==> src/rtl/uart_rx_fifo_if.sv <==
// Handshake bundle between uart_rx, the receive FIFO and its consumer.
// With UART_RX_FIFO_OVF_EN defined, the bundle also carries ovf and ovf_clr.
interface uart_rx_fifo_if #(
  parameter int DEPTH = 16
);
  localparam int CW = $clog2(DEPTH) + 1;

  logic [7:0]    in_data;
  logic          in_stb;
  logic [7:0]    out_data;
  logic          out_valid;
  logic          out_ready;
  logic          full;
  logic [CW-1:0] count;

`ifdef UART_RX_FIFO_OVF_EN
  logic ovf;
  logic ovf_clr;

  modport slave (
    input  in_data, in_stb, out_ready, ovf_clr,
    output out_data, out_valid, full, count, ovf
  );

  modport master (
    output in_data, in_stb, out_ready, ovf_clr,
    input  out_data, out_valid, full, count, ovf
  );
`else
  modport slave (
    input  in_data, in_stb, out_ready,
    output out_data, out_valid, full, count
  );

  modport master (
    output in_data, in_stb, out_ready,
    input  out_data, out_valid, full, count
  );
`endif
endinterface

==> src/rtl/uart_rx_fifo.sv <==
// Byte FIFO behind uart_rx: captures on the strobe's rising edge, FWFT output.
// Define UART_RX_FIFO_OVF_EN for the sticky overflow flag (ovf/ovf_clr).
module uart_rx_fifo #(
  parameter int DEPTH = 16
) (
  input logic          clk,
  input logic          rst,
  uart_rx_fifo_if.slave bus
);
  localparam int AW = $clog2(DEPTH);
  localparam logic [AW:0] FULL_CNT = (AW+1)'(DEPTH);

  logic [7:0]    mem [DEPTH];
  logic [AW-1:0] wr_ptr;
  logic [AW-1:0] rd_ptr;
  logic [AW:0]   cnt;
  logic          stb_q;
  logic          push_req;
  logic          pop;
  logic          push;
  logic          full;
  logic          valid;

  assign full     = (cnt == FULL_CNT);
  assign valid    = (cnt != '0);
  assign push_req = bus.in_stb & ~stb_q;
  assign pop      = valid & bus.out_ready;
  // A pop in the same cycle frees the slot, so a full FIFO can still accept.
  assign push     = push_req & (~full | pop);

  assign bus.full      = full;
  assign bus.count     = cnt;
  assign bus.out_valid = valid;
  assign bus.out_data  = mem[rd_ptr];

  always_ff @(posedge clk) begin
    if (rst) begin
      wr_ptr <= '0;
      rd_ptr <= '0;
      cnt    <= '0;
      stb_q  <= 1'b0;
    end else begin
      stb_q <= bus.in_stb;
      if (push)
        wr_ptr <= wr_ptr + 1'b1;
      if (pop)
        rd_ptr <= rd_ptr + 1'b1;
      case ({push, pop})
        2'b10:   cnt <= cnt + 1'b1;
        2'b01:   cnt <= cnt - 1'b1;
        default: cnt <= cnt;
      endcase
    end
  end

  always_ff @(posedge clk) begin
    if (!rst && push)
      mem[wr_ptr] <= bus.in_data;
  end

`ifdef UART_RX_FIFO_OVF_EN
  logic drop;
  logic ovf_q;

  assign drop    = push_req & full & ~pop;
  assign bus.ovf = ovf_q;

  // A drop in the same cycle as a clear keeps the flag set.
  always_ff @(posedge clk) begin
    if (rst)
      ovf_q <= 1'b0;
    else if (drop)
      ovf_q <= 1'b1;
    else if (bus.ovf_clr)
      ovf_q <= 1'b0;
  end
`endif
endmodule

==> src/flat_wrapper.sv <==
// flat-port wrapper written by rule: the top's interface ports become plain ports
module uart_rx_fifo_flat 
#(
  parameter int DEPTH = 16
)
  (clk, rst, bus_in_data, bus_in_stb, bus_out_ready, bus_out_data, bus_out_valid, bus_full, bus_count);
  uart_rx_fifo_if #(.DEPTH(DEPTH)) bus_i ();
  input logic clk;
  input logic rst;
  input wire logic [$bits(bus_i.in_data)-1:0] bus_in_data;
  input wire logic [$bits(bus_i.in_stb)-1:0] bus_in_stb;
  input wire logic [$bits(bus_i.out_ready)-1:0] bus_out_ready;
  output wire logic [$bits(bus_i.out_data)-1:0] bus_out_data;
  output wire logic [$bits(bus_i.out_valid)-1:0] bus_out_valid;
  output wire logic [$bits(bus_i.full)-1:0] bus_full;
  output wire logic [$bits(bus_i.count)-1:0] bus_count;
  assign bus_i.in_data = bus_in_data;
  assign bus_i.in_stb = bus_in_stb;
  assign bus_i.out_ready = bus_out_ready;
  assign bus_out_data = bus_i.out_data;
  assign bus_out_valid = bus_i.out_valid;
  assign bus_full = bus_i.full;
  assign bus_count = bus_i.count;
  uart_rx_fifo #(.DEPTH(DEPTH)) u_core (.clk(clk), .rst(rst), .bus(bus_i));
endmodule
==> config.mk <==
export PLATFORM = sky130hd
export DESIGN_NAME = uart_rx_fifo_flat
export DESIGN_NICKNAME = d
export VERILOG_FILES = /design/src/rtl/uart_rx_fifo_if.sv /design/src/rtl/uart_rx_fifo.sv /design/src/flat_wrapper.sv
export SDC_FILE = /design/constraint.sdc
export NUM_CORES = 1
export LEC_CHECK = 0
export BUFFER_PORTS_ARGS = -buffer_cell sky130_fd_sc_hd__clkbuf_2
export CAP_MARGIN = 20
export CORE_UTILIZATION = 56
export CTS_CLUSTER_DIAMETER = 30
export CTS_CLUSTER_SIZE = 40
export DETAILED_ROUTE_END_ITERATION = 8
export PLACE_DENSITY = 0.74
export SKIP_LAST_GASP = 1
export SYNTH_ARGS = -nofsm -noshare
export SYNTH_HDL_FRONTEND = slang
export SYNTH_SLANG_ARGS = --single-unit
==> constraint.sdc <==
create_clock -name clk -period 3.4 [get_ports clk]
set_input_delay 0.34 -clock clk [delete_from_list [all_inputs] [get_ports clk]]
set_output_delay 0.34 -clock clk [all_outputs]
set_load 0.005 [all_outputs]
After elaboration in Yosys (flattened, before gate mapping)
Memory sizes are Yosys's and may differ from the RTL's. A register that Yosys moved wholly into a read port is not among the register bits. Index checks and enable logic that the tools add are counted. Widths: inputs -> output; s select.

Register bits after elaboration: 14. RAM bits: 128. Bits of input ports: 12. Output and inout bits: 15. Word-level logic and storage cells: 27. Memories kept: 1.

Add/sub/neg operators: 4. Eq/ne operators: 3. Multiplexer cells: 5. Bitwise logic cells: 6. Reductions and logical operators: 4.

Memories: u_core.mem (depth 16, width 8, read ports 1, clocked after memory_dff 1, wr ports 1, RTL line uart_rx_fifo.sv:13) `logic [7:0] mem [DEPTH];`.

Operators with widths (number): $pmux 5 s2 (1); $add 4x1->4 const B (2); $mux 4 (2); $add 5x1->5 const B (1); $eq 5x5->1 const B (1); $reduce_bool 5->1 (1); $sub 5x1->5 const B (1); $and 1x1->1 (3); $eq 2x1->1 const B (1); $eq 2x2->1 const B (1); $mux 1 (2); $not 1->1 (2); $reduce_bool 2->1 (1); $logic_and 1x1->1 (1); $logic_not 1->1 (1); $or 1x1->1 (1).

Logic depth before layout (Yosys ltp)
Gate-level depths: netlist of run 1.

Depth after elaboration: 7. Mapped depth: 9. Depth with buffers taken out: 8.

Least setup slack after synthesis of run 1
No wires, ideal clock.

Path kind: reg-to-reg. Start point: register u_core.cnt[0] (netlist: u_core.bus.count[0]). End point: register u_core.cnt[4] (netlist: u_core.bus.count[4]). Setup time: 0.081 ns. Data arrival time: 2.407 ns. Required time: 3.319 ns. Setup slack: 0.912 ns. Stages on the path, launching flop included: 10. Path buffers: 1. Period minus slack after synthesis: 2.488 ns. Path through: dfxtp_1 -> or4_4 -> buf_6 -> nor2_4 -> nor2_1 -> ha_1 -> a21oi_1 -> nand2_1 -> or4_1 -> a41oi_1.

Cells in the longest elaborated chain, start to end: 6. Elaborated cells on any way between the ends: 12. Those cells by class: add/sub (2); eq/ne (3); mux (1); bitwise (4); reduce/logical (2).

Ends and longest elaborated chain: start, declared (RTL line uart_rx_fifo.sv:16) `logic [AW:0] cnt;`; start signal, assigned (RTL line uart_rx_fifo.sv:49) `2'b10: cnt <= cnt + 1'b1;`; start signal, assigned (RTL line uart_rx_fifo.sv:50) `2'b01: cnt <= cnt - 1'b1;`; start signal, assigned (RTL line uart_rx_fifo.sv:51) `default: cnt <= cnt;`; $reduce_bool 5->1 or $eq 5x5->1 (tied branches) (RTL line uart_rx_fifo.sv:25, uart_rx_fifo.sv:24); $and 1x1->1 or $not 1->1 (tied branches) (RTL line uart_rx_fifo.sv:27, uart_rx_fifo.sv:29); $or 1x1->1 (RTL line uart_rx_fifo.sv:29) `assign push = push_req & (~full | pop);`; $and 1x1->1 (RTL line uart_rx_fifo.sv:29); $eq 2x1->1 or $eq 2x2->1 (tied branches) (RTL line uart_rx_fifo.sv:48) `case ({push, pop})`; $pmux 5 s2 or $reduce_bool 2->1 (tied branches).

Several ways; a longest one is shown, not always the timed one. A chain may end at the register's enable or synchronous reset.

==> flow_summary.html, run 1 <==
<table>
<tr><th>Metric</th><th>Value</th></tr>
<tr><th colspan="2">Die</th></tr>
<tr><td>Die W</td><td>between 100 and 150 um</td></tr>
<tr><td>Number of top-level pins</td><td>27</td></tr>
<tr><td>Core Rows</td><td>37</td></tr>
<tr><td>Full die area</td><td>around 11,000 um2</td></tr>
<tr><td>Die height</td><td>roughly 100 um</td></tr>
<tr><td>Floorplan core area</td><td>10,200 um2</td></tr>
<tr><td>Effective utilization at floorplan</td><td>around 57%</td></tr>
<tr><th colspan="2">STA</th></tr>
<tr><td>Relative slew slack</td><td>roughly two fifths</td></tr>
<tr><td>Worst Max-Slew Pin Slew</td><td>between 800 and 900 ps</td></tr>
<tr><td>Final worst path period need</td><td>roughly 3000 ps</td></tr>
<tr><td>Setup TNS</td><td>0 ps</td></tr>
<tr><td>Fmax achieved</td><td>~0.33 GHz</td></tr>
<tr><td>Endpoints failing hold</td><td>0</td></tr>
<tr><td>Post-route fraction of the period consumed by the critical path</td><td>between 80% and 90%</td></tr>
<tr><td>Min Hold Slack</td><td>roughly 84 ps</td></tr>
<tr><td>RSZ-0062 raised after global routing</td><td>false</td></tr>
<tr><td>Setup Viol. Count Final</td><td>0</td></tr>
<tr><td>Final critical-path setup slack</td><td>a little over 400 ps</td></tr>
<tr><td>Post-route clock skew</td><td>7.85 ps</td></tr>
<tr><td>Pins over their slew limit</td><td>0</td></tr>
<tr><th colspan="2">Route</th></tr>
<tr><td>Routed WL per cell</td><td>about 24 um</td></tr>
<tr><td>Drt via density</td><td>slightly below 6</td></tr>
<tr><td>DRC violations left</td><td>0</td></tr>
<tr><td>DR pass1 iterations</td><td>5</td></tr>
<tr><td>First-iteration detailed-routing DRC count</td><td>238</td></tr>
<tr><td>Total via count in the routed design</td><td>between 2,000 and 3,000</td></tr>
<tr><td>Remaining number of nets flagged by the antenna check after routing</td><td>0</td></tr>
<tr><td>Sum of routed wire length over all layers</td><td>11.8 mm</td></tr>
<tr><th colspan="2">Clock network</th></tr>
<tr><td>Clock Pin Slew Worst Setup and Hold Paths</td><td>about 60 ps</td></tr>
<tr><td>Clock insertion delay at the later pin of the skew report</td><td>about 510 ps</td></tr>
<tr><td>Clock net sink count</td><td>~150</td></tr>
<tr><td>TritonCTS clock tree</td><td>built</td></tr>
<tr><td># H-tree levels</td><td>4</td></tr>
<tr><td>Hold-fix buffers, CTS</td><td>0</td></tr>
<tr><td>Maximum buffer depth of the clock tree</td><td>2</td></tr>
<tr><td>Setup Fix Bufs, Post-CTS</td><td>0</td></tr>
<tr><td>Root buffer selected by CTS</td><td>clkbuf_8</td></tr>
<tr><td>Number of gates given a new drive strength after cts</td><td>0</td></tr>
<tr><td>Inserted Clock Buffers</td><td>17</td></tr>
<tr><th colspan="2">Yosys</th></tr>
<tr><td>Count of distinct cell types in the synthesized netlist</td><td>slightly above 40</td></tr>
<tr><td>Post-Synthesis Cells</td><td>between 200 and 300</td></tr>
<tr><td>Async SR Flop Fraction</td><td>0%</td></tr>
<tr><td>Synth warnings</td><td>0</td></tr>
<tr><td>Most instantiated flip-flop cell in the synthesis netlist</td><td>edfxtp_1</td></tr>
<tr><td>Number of enable flip-flop cells after synthesis</td><td>roughly 130</td></tr>
<tr><td>Share of synthesized area occupied by flip-flops and latches</td><td>around 72%</td></tr>
<tr><td>Per-instance average area after synthesis</td><td>between 15 and 20 um2</td></tr>
<tr><td>Synth Register Bits</td><td>about 150</td></tr>
<tr><td>Syn nets</td><td>approximately 320</td></tr>
<tr><td>Post-synthesis instance area</td><td>roughly 5900 um2</td></tr>
<tr><th colspan="2">Power and ir drop</th></tr>
<tr><td>Worst vdd rail ir drop</td><td>525 uV</td></tr>
<tr><td>Power spent charging and discharging nets</td><td>~0.0013 W</td></tr>
<tr><td>Power density relative to cell area</td><td>just over 700 nW/um2</td></tr>
<tr><td>Relative contribution of combinational cells to total power</td><td>between 20% and 30%</td></tr>
<tr><td>Switching part of the total power</td><td>about a quarter</td></tr>
<tr><td>Internal power</td><td>between 0.003 and 0.004 W</td></tr>
<tr><td>Share of total power in sequential cells</td><td>a little over two fifths</td></tr>
<tr><td>Clock group share of total power</td><td>between 30% and 40%</td></tr>
<tr><td>Static leakage power</td><td>2.28 nW</td></tr>
<tr><th colspan="2">Critical path</th></tr>
<tr><td>Peak fanout along the critical path</td><td>19</td></tr>
<tr><td>Sequence of cells on the critical path</td><td>buf_12, mux4_2, mux4_2, clkbuf_2</td></tr>
<tr><td>Worst EP required</td><td>3060 ps</td></tr>
<tr><td>Slack of the worst reg-to-reg path</td><td>around 800 ps</td></tr>
<tr><td>Crit path top cell by count</td><td>mux4_2</td></tr>
<tr><td>Delay of the slowest critical-path stage</td><td>670 ps</td></tr>
<tr><td>Cell type of the slowest stage on the worst timing path</td><td>dfxtp_2</td></tr>
<tr><td>Critical Path AT</td><td>roughly 2700 ps</td></tr>
<tr><td>Startpoint Class</td><td>register</td></tr>
<tr><td>Kind of capture point of the worst setup path</td><td>output port</td></tr>
<tr><td>Start-to-end type of the worst setup path</td><td>register to output port</td></tr>
<tr><th colspan="2">Cells and area</th></tr>
<tr><td>Most frequent cells in the layout</td><td>edfxtp_1 (128), mux4_2 (40), nor2_1 (29)</td></tr>
<tr><td>Count of placed standard cells in the final layout, fillers left out</td><td>about 500</td></tr>
<tr><td>Synthesis-to-finish area growth</td><td>15.9%</td></tr>
<tr><td>Nets</td><td>367</td></tr>
<tr><td>Count of antenna diodes in the layout</td><td>0</td></tr>
<tr><td>Fraction of layout cells with a size suffix above 1</td><td>34.0%</td></tr>
<tr><td>Commonest non-fill, non-tap cell in the layout</td><td>edfxtp_1</td></tr>
<tr><th colspan="2">Job</th></tr>
<tr><td>Maximum capacitance violations</td><td>0</td></tr>
<tr><th colspan="2">Placed design</th></tr>
<tr><td>Placement Setup Slack</td><td>roughly 800 ps</td></tr>
<tr><td>Estimated wirelength of the detail-placed design</td><td>approximately 7.1 mm</td></tr>
<tr><td>Final weighted congestion in routability-driven placement</td><td>~0.77</td></tr>
<tr><td>Placed Cells incl. Taps</td><td>~460</td></tr>
<tr><td>Buffers added on ports</td><td>26</td></tr>
<tr><th colspan="2">Global routing</th></tr>
<tr><td>Number of global-route vias before repair</td><td>3,091</td></tr>
<tr><td>Antenna violations before repair</td><td>0</td></tr>
<tr><td>GRT Residual Overflow</td><td>0</td></tr>
<tr><td>Total Routing Usage GR</td><td>23.9%</td></tr>
<tr><td>First-pass GRT wire length</td><td>around 18 mm</td></tr>
<tr><td>Pin count of the biggest net entering global routing</td><td>33</td></tr>
<tr><th colspan="2">Outcome</th></tr>
<tr><td>Outcome</td><td>complete, no violations</td></tr>
<tr><th colspan="2">Hold path</th></tr>
<tr><td>Hold crit path type</td><td>primary input to register</td></tr>
</table>
-- final timing paths --
kind | from | cells after the start | to
worst max-delay path | register | 4 | bus_out_data[1]
worst min-delay path | bus_in_stb | 2 | u_core.stb_q
worst max register to register | u_core.bus.count[0] | 8 | u_core.bus.count[4]
worst min register to register | u_core.rd_ptr[3] | 2 | register
-- logic make-up after synthesis --
kind of cell	share of synthesized area (%)
and+or+nand+nor	4.71
AOI/OAI and AO/OA	2.30
xor gates and xnor gates	0.894
buffers and inverters	1.43
muxes	17.1
adders and majority gates	2.04
DFF	71.5
-- power groups by stage --
stage	registers (W)	clock network, W	logic [W]
6_report	0.00212	0.00175	0.00107
5_1_grt	0.00214	0.00185	0.00116
4_1_cts	0.00213	0.00177	0.00108
3_5_place_dp	0.00216	0	0.00108
3_3_place_gp	0.00216	0	0.00105
2_1_floorplan	0.00210	0	0.000886
-- synth_stat cells, types with 3 or more instances --
library cell / count / share of area [%]
buf_4: 3 / 0.38
mux2i_1: 4 / 0.68
edfxtp_1: 128 / 65
buf_1: 5 / 0.32
dfxtp_1: 18 / 6.1
nand2b_1: 6 / 0.64
xnor2_1: 3 / 0.45
nor2b_1: 4 / 0.43
xor2_1: 3 / 0.45
nand3_1: 3 / 0.26
inv_1: 5 / 0.32
ha_1: 8 / 1.7
nand2_1: 7 / 0.45
nor2_1: 29 / 1.9
mux4_2: 40 / 15
-- routing by layer --
metal	part of all wire, %	wire, um	track usage [%]	up-vias
met2	53	6240	40.4	118
met4	1.8	210	8.78	0
met5	0	0	0	-
met3	5.8	684	5.83	21
met1	39	4620	30.0	1521
li1	-	-	-	1288
-- final cells by class --
cell class / instances / area (um2)
fillers: 669 / 3420
clock inverters: 12 / 134
multi-input cells: 133 / 1590
clock buffers: 20 / 425
repair buffers: 43 / 270
inverters: 5 / 18.8
well taps: 136 / 170
flip-flops and latches: 146 / 4210
-- flip-flops by register name, summed over array words and instances, names as in the netlist, named ones only --
signal / flops
u_core.mem: 128
u_core.bus.count: 5
u_core.rd_ptr: 4
u_core.wr_ptr: 4
u_core.stb_q: 1
-- through the flow --
stage / utilization [%] / area (um2) / power [W]
global placement: 61.1 / 6250 / 0.00321
floorplan: - / 5880 / 0.00299
finish: 66.6 / 6810 / 0.00494
global route: 66.6 / 6810 / 0.00514
detailed placement: 61.1 / 6250 / 0.00324
CTS: 66.6 / 6810 / 0.00498
-- worst max-delay path: cells and delay by family (launching register included) --
kind     cells  cell delay, ps
mux          2            1030
buf+inv      2             400
flops        1             670
Note: power is estimated with default switching activity, not from simulation.
==> run 2: changes to the inputs <==
--- a/config.mk
+++ b/config.mk
@@ -7,11 +7,11 @@
 export LEC_CHECK = 0
 export BUFFER_PORTS_ARGS = -buffer_cell sky130_fd_sc_hd__clkbuf_2
 export CAP_MARGIN = 20
-export CORE_UTILIZATION = 56
+export CORE_UTILIZATION = 55
 export CTS_CLUSTER_DIAMETER = 30
 export CTS_CLUSTER_SIZE = 40
 export DETAILED_ROUTE_END_ITERATION = 8
-export PLACE_DENSITY = 0.74
+export PLACE_DENSITY = 0.75
 export SKIP_LAST_GASP = 1
 export SYNTH_ARGS = -nofsm -noshare
 export SYNTH_HDL_FRONTEND = slang
==> constraint.sdc (replaced) <==
create_clock -name clk -period 2.4 [get_ports clk]
set_input_delay 0.24 -clock clk [delete_from_list [all_inputs] [get_ports clk]]
set_output_delay 0.24 -clock clk [all_outputs]
set_load 0.005 [all_outputs]
==> run 2 against run 1 <==
Against the previous run:
- the run now ends with setup timing left
- hold slack improved by 58 ps
- clock power increased by 47%
- sequential cell count unchanged
- largest power group unchanged
- register-to-register slack got worse by 720 ps
- core utilization increased by 0.80 points
- cell area increased by 2.1%
- die area increased by 1.8%
- largest cell class unchanged
- clock skew increased by 4.2 ps
==> flow_summary.html, run 2 (synthesized netlist as in run 1, its figures left out) <==
<table>
<tr><th>Metric</th><th>Value</th></tr>
<tr><th colspan="2">Power and ir drop</th></tr>
<tr><td>Static leakage power</td><td>2.27 nW (-0.38%)</td></tr>
<tr><td>Power density relative to cell area</td><td>1080 nW/um2 (+49%)</td></tr>
<tr><td>Worst vdd rail ir drop</td><td>698 uV (+33%)</td></tr>
<tr><th colspan="2">Cells and area</th></tr>
<tr><td>Max FFs per register</td><td>128 (unchanged)</td></tr>
<tr><td>Fraction of layout cells with a size suffix above 1</td><td>38.4% (+4.4 points)</td></tr>
<tr><td>Nets</td><td>365 (-0.54%)</td></tr>
<tr><td>Commonest non-fill, non-tap cell in the layout</td><td>edfxtp_1</td></tr>
<tr><td>Synthesis-to-finish area growth</td><td>18.4%</td></tr>
<tr><td>Register with the most flip-flops</td><td>u_core.mem</td></tr>
<tr><td>Fillers</td><td>644 (-3.7%)</td></tr>
<tr><td>Count of antenna diodes in the layout</td><td>0 (unchanged)</td></tr>
<tr><td>Count of placed standard cells in the final layout, fillers left out</td><td>493 (-0.40%)</td></tr>
<tr><td>Fraction of the core area covered by cells at the end of the flow</td><td>67.4% (+0.80 points)</td></tr>
<tr><td>Most frequent cells in the layout</td><td>edfxtp_1 (128), mux4_2 (40), clkbuf_2 (26)</td></tr>
<tr><th colspan="2">Global routing</th></tr>
<tr><td>Total Routing Usage GR</td><td>23.6% (-0.22 points)</td></tr>
<tr><td>Pin count of the biggest net entering global routing</td><td>33 (unchanged)</td></tr>
<tr><td>First-pass GRT wire length</td><td>18.3 mm (+1.4%)</td></tr>
<tr><td>GRT Residual Overflow</td><td>0 (unchanged)</td></tr>
<tr><td>Antenna violations before repair</td><td>0 (unchanged)</td></tr>
<tr><td>Number of global-route vias before repair</td><td>3,127 (+1.2%)</td></tr>
<tr><th colspan="2">Critical path</th></tr>
<tr><td>Crit path top cell by count</td><td>mux4_2</td></tr>
<tr><td>Kind of capture point of the worst setup path</td><td>output port</td></tr>
<tr><td>Cell type of the slowest stage on the worst timing path</td><td>mux4_2</td></tr>
<tr><td>Buffers &amp; Inverters on Critical Path</td><td>2 (unchanged)</td></tr>
<tr><td>Worst EP required</td><td>2160 ps (-900 ps)</td></tr>
<tr><td>Peak fanout along the critical path</td><td>16 (-3)</td></tr>
<tr><td>Critical Path AT</td><td>2320 ps (-330 ps)</td></tr>
<tr><td>Start-to-end type of the worst setup path</td><td>register to output port</td></tr>
<tr><td>Delay of the slowest critical-path stage</td><td>510 ps (-160 ps)</td></tr>
<tr><td>Startpoint Class</td><td>register</td></tr>
<tr><td>CP delay by family, top</td><td>multiplexers</td></tr>
<tr><td>Sequence of cells on the critical path</td><td>buf_16, mux4_2, mux4_2, clkbuf_2</td></tr>
<tr><th colspan="2">STA</th></tr>
<tr><td>Fmax achieved</td><td>a little under 0.4 GHz</td></tr>
<tr><td>Post-route fraction of the period consumed by the critical path</td><td>107%</td></tr>
<tr><td>Pins over their slew limit</td><td>0 (unchanged)</td></tr>
<tr><td>Worst Max-Slew Pin Slew</td><td>935 ps (+64.6 ps)</td></tr>
<tr><td>Relative slew slack</td><td>37.5% (-4.3 points)</td></tr>
<tr><td>Setup Viol. Count Final</td><td>8 (+8)</td></tr>
<tr><td>RSZ-0062 raised after global routing</td><td>true</td></tr>
<tr><td>Endpoints failing hold</td><td>0 (unchanged)</td></tr>
<tr><td>Final worst path period need</td><td>2560 ps</td></tr>
<tr><td>Final critical-path setup slack</td><td>-164 ps (-579 ps)</td></tr>
<tr><td>Post-route clock skew</td><td>12.0 ps (+4.15 ps)</td></tr>
<tr><td>Min Hold Slack</td><td>142 ps (+57.9 ps)</td></tr>
<tr><th colspan="2">Clock network</th></tr>
<tr><td>Root buffer selected by CTS</td><td>clkbuf_8</td></tr>
<tr><td>Inserted Clock Buffers</td><td>17 (unchanged)</td></tr>
<tr><td>Clock Pin Slew Worst Setup and Hold Paths</td><td>60 ps (about the same)</td></tr>
<tr><td>Clock insertion delay at the later pin of the skew report</td><td>530 ps (+20 ps)</td></tr>
<tr><td>Clock net sink count</td><td>146 (unchanged)</td></tr>
<tr><td># H-tree levels</td><td>4 (unchanged)</td></tr>
<tr><td>TritonCTS clock tree</td><td>built</td></tr>
<tr><td>Maximum buffer depth of the clock tree</td><td>2 (unchanged)</td></tr>
<tr><th colspan="2">Die</th></tr>
<tr><td>Die height</td><td>105 um (+0.89%)</td></tr>
<tr><td>Effective utilization at floorplan</td><td>56.9% (-0.52 points)</td></tr>
<tr><td>Die W</td><td>105 um (+0.89%)</td></tr>
<tr><td>Core Rows</td><td>37 (unchanged)</td></tr>
<tr><td>Floorplan core area</td><td>10,300 um2 (+0.91%)</td></tr>
<tr><td>Full die area</td><td>11,100 um2 (+1.8%)</td></tr>
<tr><td>Number of top-level pins</td><td>27 (unchanged)</td></tr>
<tr><th colspan="2">Job</th></tr>
<tr><td>Maximum capacitance violations</td><td>0 (unchanged)</td></tr>
<tr><th colspan="2">Route</th></tr>
<tr><td>DR pass1 iterations</td><td>4 (-1)</td></tr>
<tr><td>Drt via density</td><td>5.91 (-0.79%)</td></tr>
<tr><td>First-iteration detailed-routing DRC count</td><td>191 (-20%)</td></tr>
<tr><td>Remaining number of nets flagged by the antenna check after routing</td><td>0 (unchanged)</td></tr>
<tr><td>DRC violations left</td><td>0 (unchanged)</td></tr>
<tr><td>Routed WL per cell</td><td>24.2 um (+1.8%)</td></tr>
<tr><td>Sum of routed wire length over all layers</td><td>11.9 mm (+1.4%)</td></tr>
<tr><td>Total via count in the routed design</td><td>2,913 (-1.2%)</td></tr>
<tr><th colspan="2">Placed design</th></tr>
<tr><td>Placed Cells incl. Taps</td><td>457 (-1.3%)</td></tr>
<tr><td>Estimated wirelength of the detail-placed design</td><td>7.00 mm (-0.90%)</td></tr>
<tr><td>Buffers added on ports</td><td>26 (unchanged)</td></tr>
<tr><td>Final weighted congestion in routability-driven placement</td><td>0.793 (+3.4%)</td></tr>
<tr><th colspan="2">Outcome</th></tr>
<tr><td>Violated checks</td><td>setup timing</td></tr>
<tr><td>Outcome</td><td>complete, but fails checks</td></tr>
<tr><th colspan="2">Hold path</th></tr>
<tr><td>Hold crit path type</td><td>primary input to register</td></tr>
</table>
## run 2: timing repair
| action | in CTS | in global routing |
|---|---|---|
| endpoints found under the hold margin | 1 | 0 |
| hold buffers | 1 | 0 |
| pin swaps | 1 | 1 |
| cloned | 2 | 0 |
| setup buffers | 0 | 1 |
| endpoints found under the setup margin | 9 | 73 |
| gates resized for setup | 3 | 10 |
## run 2: power by group
part / total (W) / switching [W] / leakage [nW] / internal, W
registers: 0.00297 / 0.000112 / 1.30 / 0.00286
logic: 0.00197 / 0.000895 / 0.698 / 0.00107
clock network: 0.00257 / 0.000998 / 0.272 / 0.00158
total: 0.00751 / 0.00201 / 2.27 / 0.00551
## run 2: area by class of cell
class                      instances  area, um2  share of cell area [%]
clock buffer                      18        418                    6.01
clock inverter                    14        164                    2.36
inverter                           5       18.8                   0.270
multi-input combinational        133       1660                    23.9
sequential                       146       4210                    60.6
tap                              136        170                    2.45
timing repair buffer              41        310                    4.46
## run 2: routing by layer
| metal | routed length (um) | vias up | part of all wire (%) | track usage (%) |
|---|---|---|---|---|
| met3 | 760 | 12 | 6.4 | 6.06 |
| li1 | - | 1291 | - | - |
| met1 | 4680 | 1495 | 39 | 28.4 |
| met5 | 0 | - | 0 | 0 |
| met2 | 6330 | 115 | 53 | 41.2 |
| met4 | 153 | 0 | 1.3 | 8.85 |
## run 2: final timing paths
kind / startpoint / end / slack [ps] / cells past startpoint
setup / recovery: register / bus_out_data[0] / -160 / 4
hold / removal: bus_out_ready / u_core.rd_ptr[3] / 140 / 5
setup reg to reg: u_core.bus.count[0] / u_core.bus.count[4] / 70 / 8
hold reg to reg: u_core.rd_ptr[3] / u_core.rd_ptr[3] / 530 / 2
## run 2: stage by stage
stage	total power, W	setup slack [ps]	instance area, um2	setup TNS, ps
after floorplan	0.00430	-16.2	5920	-16.2
after global placement	0.00477	99.4	6260	0
after detailed placement	0.00482	15.5	6260	0
after CTS	0.00751	-200	6910	-1380
after global routing	0.00778	-237	6960	-3820
final	0.00751	-164	6960	-1180
## run 2: worst min-delay path: cells and delay by family
family,cells,cell delay (ps)
XOR/XNOR,1,120
buffers and inverters,2,160
AO/OA/AOI/OAI,1,50
AND/OR/NAND/NOR,1,40
==> run 3: changes to the inputs <==
--- a/config.mk
+++ b/config.mk
@@ -12,7 +12,6 @@
 export CTS_CLUSTER_SIZE = 40
 export DETAILED_ROUTE_END_ITERATION = 8
 export PLACE_DENSITY = 0.75
-export SKIP_LAST_GASP = 1
 export SYNTH_ARGS = -nofsm -noshare
 export SYNTH_HDL_FRONTEND = slang
 export SYNTH_SLANG_ARGS = --single-unit
==> run 3 against run 2 <==
Against the previous run:
- the flow still finishes with violations (setup timing)
- non-clock buffer count unchanged
- cell count unchanged
- sequential share of layout area fell by 0.087 points
- sequential power is essentially flat
- total power hardly changed
- combinational power hardly changed
- critical path depth unchanged
- via count increased by 1.0%
- critical endpoint is now bus_out_data[5]
- largest cell class unchanged
- largest power group unchanged
==> flow_summary.html, run 3 (synthesized netlist as in run 1, its figures left out) <==
<table>
<tr><th>Metric</th><th>Value</th></tr>
<tr><th colspan="2">Cells and area</th></tr>
<tr><td>Fillers</td><td>638 (-0.93%)</td></tr>
<tr><td>Register with the most flip-flops</td><td>u_core.mem</td></tr>
<tr><td>Fraction of layout cells with a size suffix above 1</td><td>39.5% (+1.1 points)</td></tr>
<tr><td>Count of antenna diodes in the layout</td><td>0 (unchanged)</td></tr>
<tr><td>Synthesis-to-finish area growth</td><td>18.5%</td></tr>
<tr><td>Area taken by flip-flops and latches</td><td>4210 um2 (unchanged)</td></tr>
<tr><td>Commonest non-fill, non-tap cell in the layout</td><td>edfxtp_1</td></tr>
<tr><td>Max FFs per register</td><td>128 (unchanged)</td></tr>
<tr><td>Nets</td><td>365 (unchanged)</td></tr>
<tr><td>Most frequent cells in the layout</td><td>edfxtp_1 (128), mux4_2 (40), clkbuf_2 (26)</td></tr>
<tr><td>Area of combinational cells with multiple inputs</td><td>1670 um2 (+0.60%)</td></tr>
<tr><th colspan="2">Die</th></tr>
<tr><td>Number of top-level pins</td><td>27 (unchanged)</td></tr>
<tr><td>Core Rows</td><td>37 (unchanged)</td></tr>
<tr><td>Effective utilization at floorplan</td><td>56.9% (unchanged)</td></tr>
<tr><td>Full die area</td><td>11,100 um2 (unchanged)</td></tr>
<tr><td>Die height</td><td>105 um (unchanged)</td></tr>
<tr><td>Die W</td><td>105 um (unchanged)</td></tr>
<tr><td>Floorplan core area</td><td>10,300 um2 (unchanged)</td></tr>
<tr><th colspan="2">Global routing</th></tr>
<tr><td>Grt peak-use layer</td><td>met2</td></tr>
<tr><td>Met3 layer usage reported by global route</td><td>6.06% (unchanged)</td></tr>
<tr><td>Total Routing Usage GR</td><td>23.6% (unchanged)</td></tr>
<tr><td>First-pass GRT wire length</td><td>18.3 mm (unchanged)</td></tr>
<tr><td>Met2 routing resource usage after global routing</td><td>41.2% (unchanged)</td></tr>
<tr><td>Met1 GRT Util</td><td>28.4% (unchanged)</td></tr>
<tr><td>Pin count of the biggest net entering global routing</td><td>33 (unchanged)</td></tr>
<tr><td>GRT Residual Overflow</td><td>0 (unchanged)</td></tr>
<tr><td>Antenna violations before repair</td><td>0 (unchanged)</td></tr>
<tr><td>Number of global-route vias before repair</td><td>3,127 (unchanged)</td></tr>
<tr><th colspan="2">Clock network</th></tr>
<tr><td>Clock Pin Slew Worst Setup and Hold Paths</td><td>60 ps (about the same)</td></tr>
<tr><td>Clock net sink count</td><td>146 (unchanged)</td></tr>
<tr><td>Maximum buffer depth of the clock tree</td><td>2 (unchanged)</td></tr>
<tr><td>Clock insertion delay at the later pin of the skew report</td><td>520 ps (about the same)</td></tr>
<tr><td>TritonCTS clock tree</td><td>built</td></tr>
<tr><td>Root buffer selected by CTS</td><td>clkbuf_8</td></tr>
<tr><td># H-tree levels</td><td>4 (unchanged)</td></tr>
<tr><td>Inserted Clock Buffers</td><td>17 (unchanged)</td></tr>
<tr><th colspan="2">Placed design</th></tr>
<tr><td>Final weighted congestion in routability-driven placement</td><td>0.793 (unchanged)</td></tr>
<tr><td>Estimated wirelength of the detail-placed design</td><td>7.00 mm (unchanged)</td></tr>
<tr><td>Buffers added on ports</td><td>26 (unchanged)</td></tr>
<tr><th colspan="2">STA</th></tr>
<tr><td>Worst Max-Slew Pin Slew</td><td>926 ps (-8.14 ps)</td></tr>
<tr><td>Fmax achieved</td><td>0.390 GHz (+0.13%)</td></tr>
<tr><td>Endpoints failing hold</td><td>0 (unchanged)</td></tr>
<tr><td>Setup Viol. Count Final</td><td>8 (unchanged)</td></tr>
<tr><td>RSZ-0062 raised after global routing</td><td>true</td></tr>
<tr><td>Final critical-path setup slack</td><td>-161 ps (+3.43 ps)</td></tr>
<tr><td>Post-route fraction of the period consumed by the critical path</td><td>107% (-0.14 points)</td></tr>
<tr><td>Pins over their slew limit</td><td>0 (unchanged)</td></tr>
<tr><td>Final worst path period need</td><td>2560 ps (-3.43 ps)</td></tr>
<tr><td>Relative slew slack</td><td>38.0% (+0.54 points)</td></tr>
<tr><td>Post-route clock skew</td><td>8.37 ps (-3.63 ps)</td></tr>
<tr><td>Min Hold Slack</td><td>145 ps (+3.28 ps)</td></tr>
<tr><th colspan="2">Critical path</th></tr>
<tr><td>Peak fanout along the critical path</td><td>8 (-8)</td></tr>
<tr><td>Kind of capture point of the worst setup path</td><td>output port</td></tr>
<tr><td>Cell type of the slowest stage on the worst timing path</td><td>mux4_2</td></tr>
<tr><td>Crit path top cell by count</td><td>mux4_2</td></tr>
<tr><td>Critical Path AT</td><td>2320 ps (about the same)</td></tr>
<tr><td>Startpoint Class</td><td>register</td></tr>
<tr><td>Slack of the worst reg-to-reg path</td><td>60 ps (about the same)</td></tr>
<tr><td>Sequence of cells on the critical path</td><td>buf_12, mux4_2, mux4_2, clkbuf_2</td></tr>
<tr><td>Delay of the slowest critical-path stage</td><td>550 ps (+40 ps)</td></tr>
<tr><td>Worst EP required</td><td>2160 ps (about the same)</td></tr>
<tr><td>Start-to-end type of the worst setup path</td><td>register to output port</td></tr>
<tr><th colspan="2">Route</th></tr>
<tr><td>DRC violations left</td><td>0 (unchanged)</td></tr>
<tr><td>Remaining number of nets flagged by the antenna check after routing</td><td>0 (unchanged)</td></tr>
<tr><td>Routed WL per cell</td><td>24.1 um (-0.19%)</td></tr>
<tr><td>DR pass1 iterations</td><td>4 (unchanged)</td></tr>
<tr><td>Total via count in the routed design</td><td>2,942 (+1.0%)</td></tr>
<tr><td>Drt via density</td><td>5.97 (+1.0%)</td></tr>
<tr><td>Sum of routed wire length over all layers</td><td>11.9 mm (-0.19%)</td></tr>
<tr><td>First-iteration detailed-routing DRC count</td><td>179 (-6.3%)</td></tr>
<tr><th colspan="2">Power and ir drop</th></tr>
<tr><td>Power density relative to cell area</td><td>1080 nW/um2 (-0.13%)</td></tr>
<tr><td>Worst vdd rail ir drop</td><td>698 uV (about the same)</td></tr>
<tr><td>Power consumption</td><td>0.00751 W (about the same)</td></tr>
<tr><td>Static leakage power</td><td>2.27 nW (about the same)</td></tr>
<tr><th colspan="2">Job</th></tr>
<tr><td>Maximum capacitance violations</td><td>0 (unchanged)</td></tr>
<tr><th colspan="2">Outcome</th></tr>
<tr><td>Violated checks</td><td>setup timing</td></tr>
<tr><td>Outcome</td><td>complete, but fails checks</td></tr>
<tr><th colspan="2">Hold path</th></tr>
<tr><td>Hold crit path type</td><td>primary input to register</td></tr>
</table>
[run 3: cell counts in the layout (fill, tap and decap cells not counted)]
Identical to the previous run, type by type.
[run 3: worst max-delay path, delay by kind of cell, from the launching register on]
| family | cells | cell delay (ps) |
|---|---|---|
| buffers and inverters | 2 | 300 |
| DFF | 1 | 430 |
| muxes | 2 | 1060 |
[run 3: per-layer routing]
metal	vias up	part of all wire, %
li1	1299	-
met1	1521	41
met2	104	52
met3	18	5.0
met4	0	2.1
met5	-	0
[run 3: per-stage QoR]
stage	setup TNS, ps	setup slack [ps]	cells	area, um2	util, %
after floorplan	-16.2	-16.2	296	5920	-
after global placement	0	99.4	457	6260	60.6
after detailed placement	0	15.5	457	6260	60.6
after CTS	-1380	-200	492	6910	66.9
after global routing	-1730	-237	493	6970	67.5
final	-1140	-161	493	6970	67.5
[run 3: path summary, 6_finish.rpt]
path,startpoint,cells past startpoint,endpoint
setup / recovery,register,4,bus_out_data[5]
setup reg to reg,u_core.bus.count[0],8,u_core.bus.count[4]
hold reg to reg,u_core.rd_ptr[3],2,u_core.rd_ptr[3]
hold / removal,rst,3,u_core.wr_ptr[3]
[run 3: final cells by class]
cell class / count / area share [%]
tap: 136 / 2.44
sequential: 146 / 60.5
inverter: 5 / 0.269
multi-input combinational: 133 / 24.0
clock inverter: 14 / 2.35
timing repair buffer: 41 / 4.45
clock buffer: 18 / 6.00
[run 3: what timing repair did]
action                                  in CTS  in global routing
gates cloned                                 2                  0
hold endpoints to repair                     1                  0
pin swaps                                    1                  1
hold buffers                                 1                  0
endpoints found under the setup margin       9                 73
resized for setup                            3                 14
setup buffers                                0                  1
[run 3: report_power, final]
part           switching, W  internal, W  leakage [nW]
clock              0.000999      0.00158         0.272
sequential         0.000112      0.00286          1.30
combinational      0.000896      0.00107         0.698
total               0.00201      0.00551          2.27
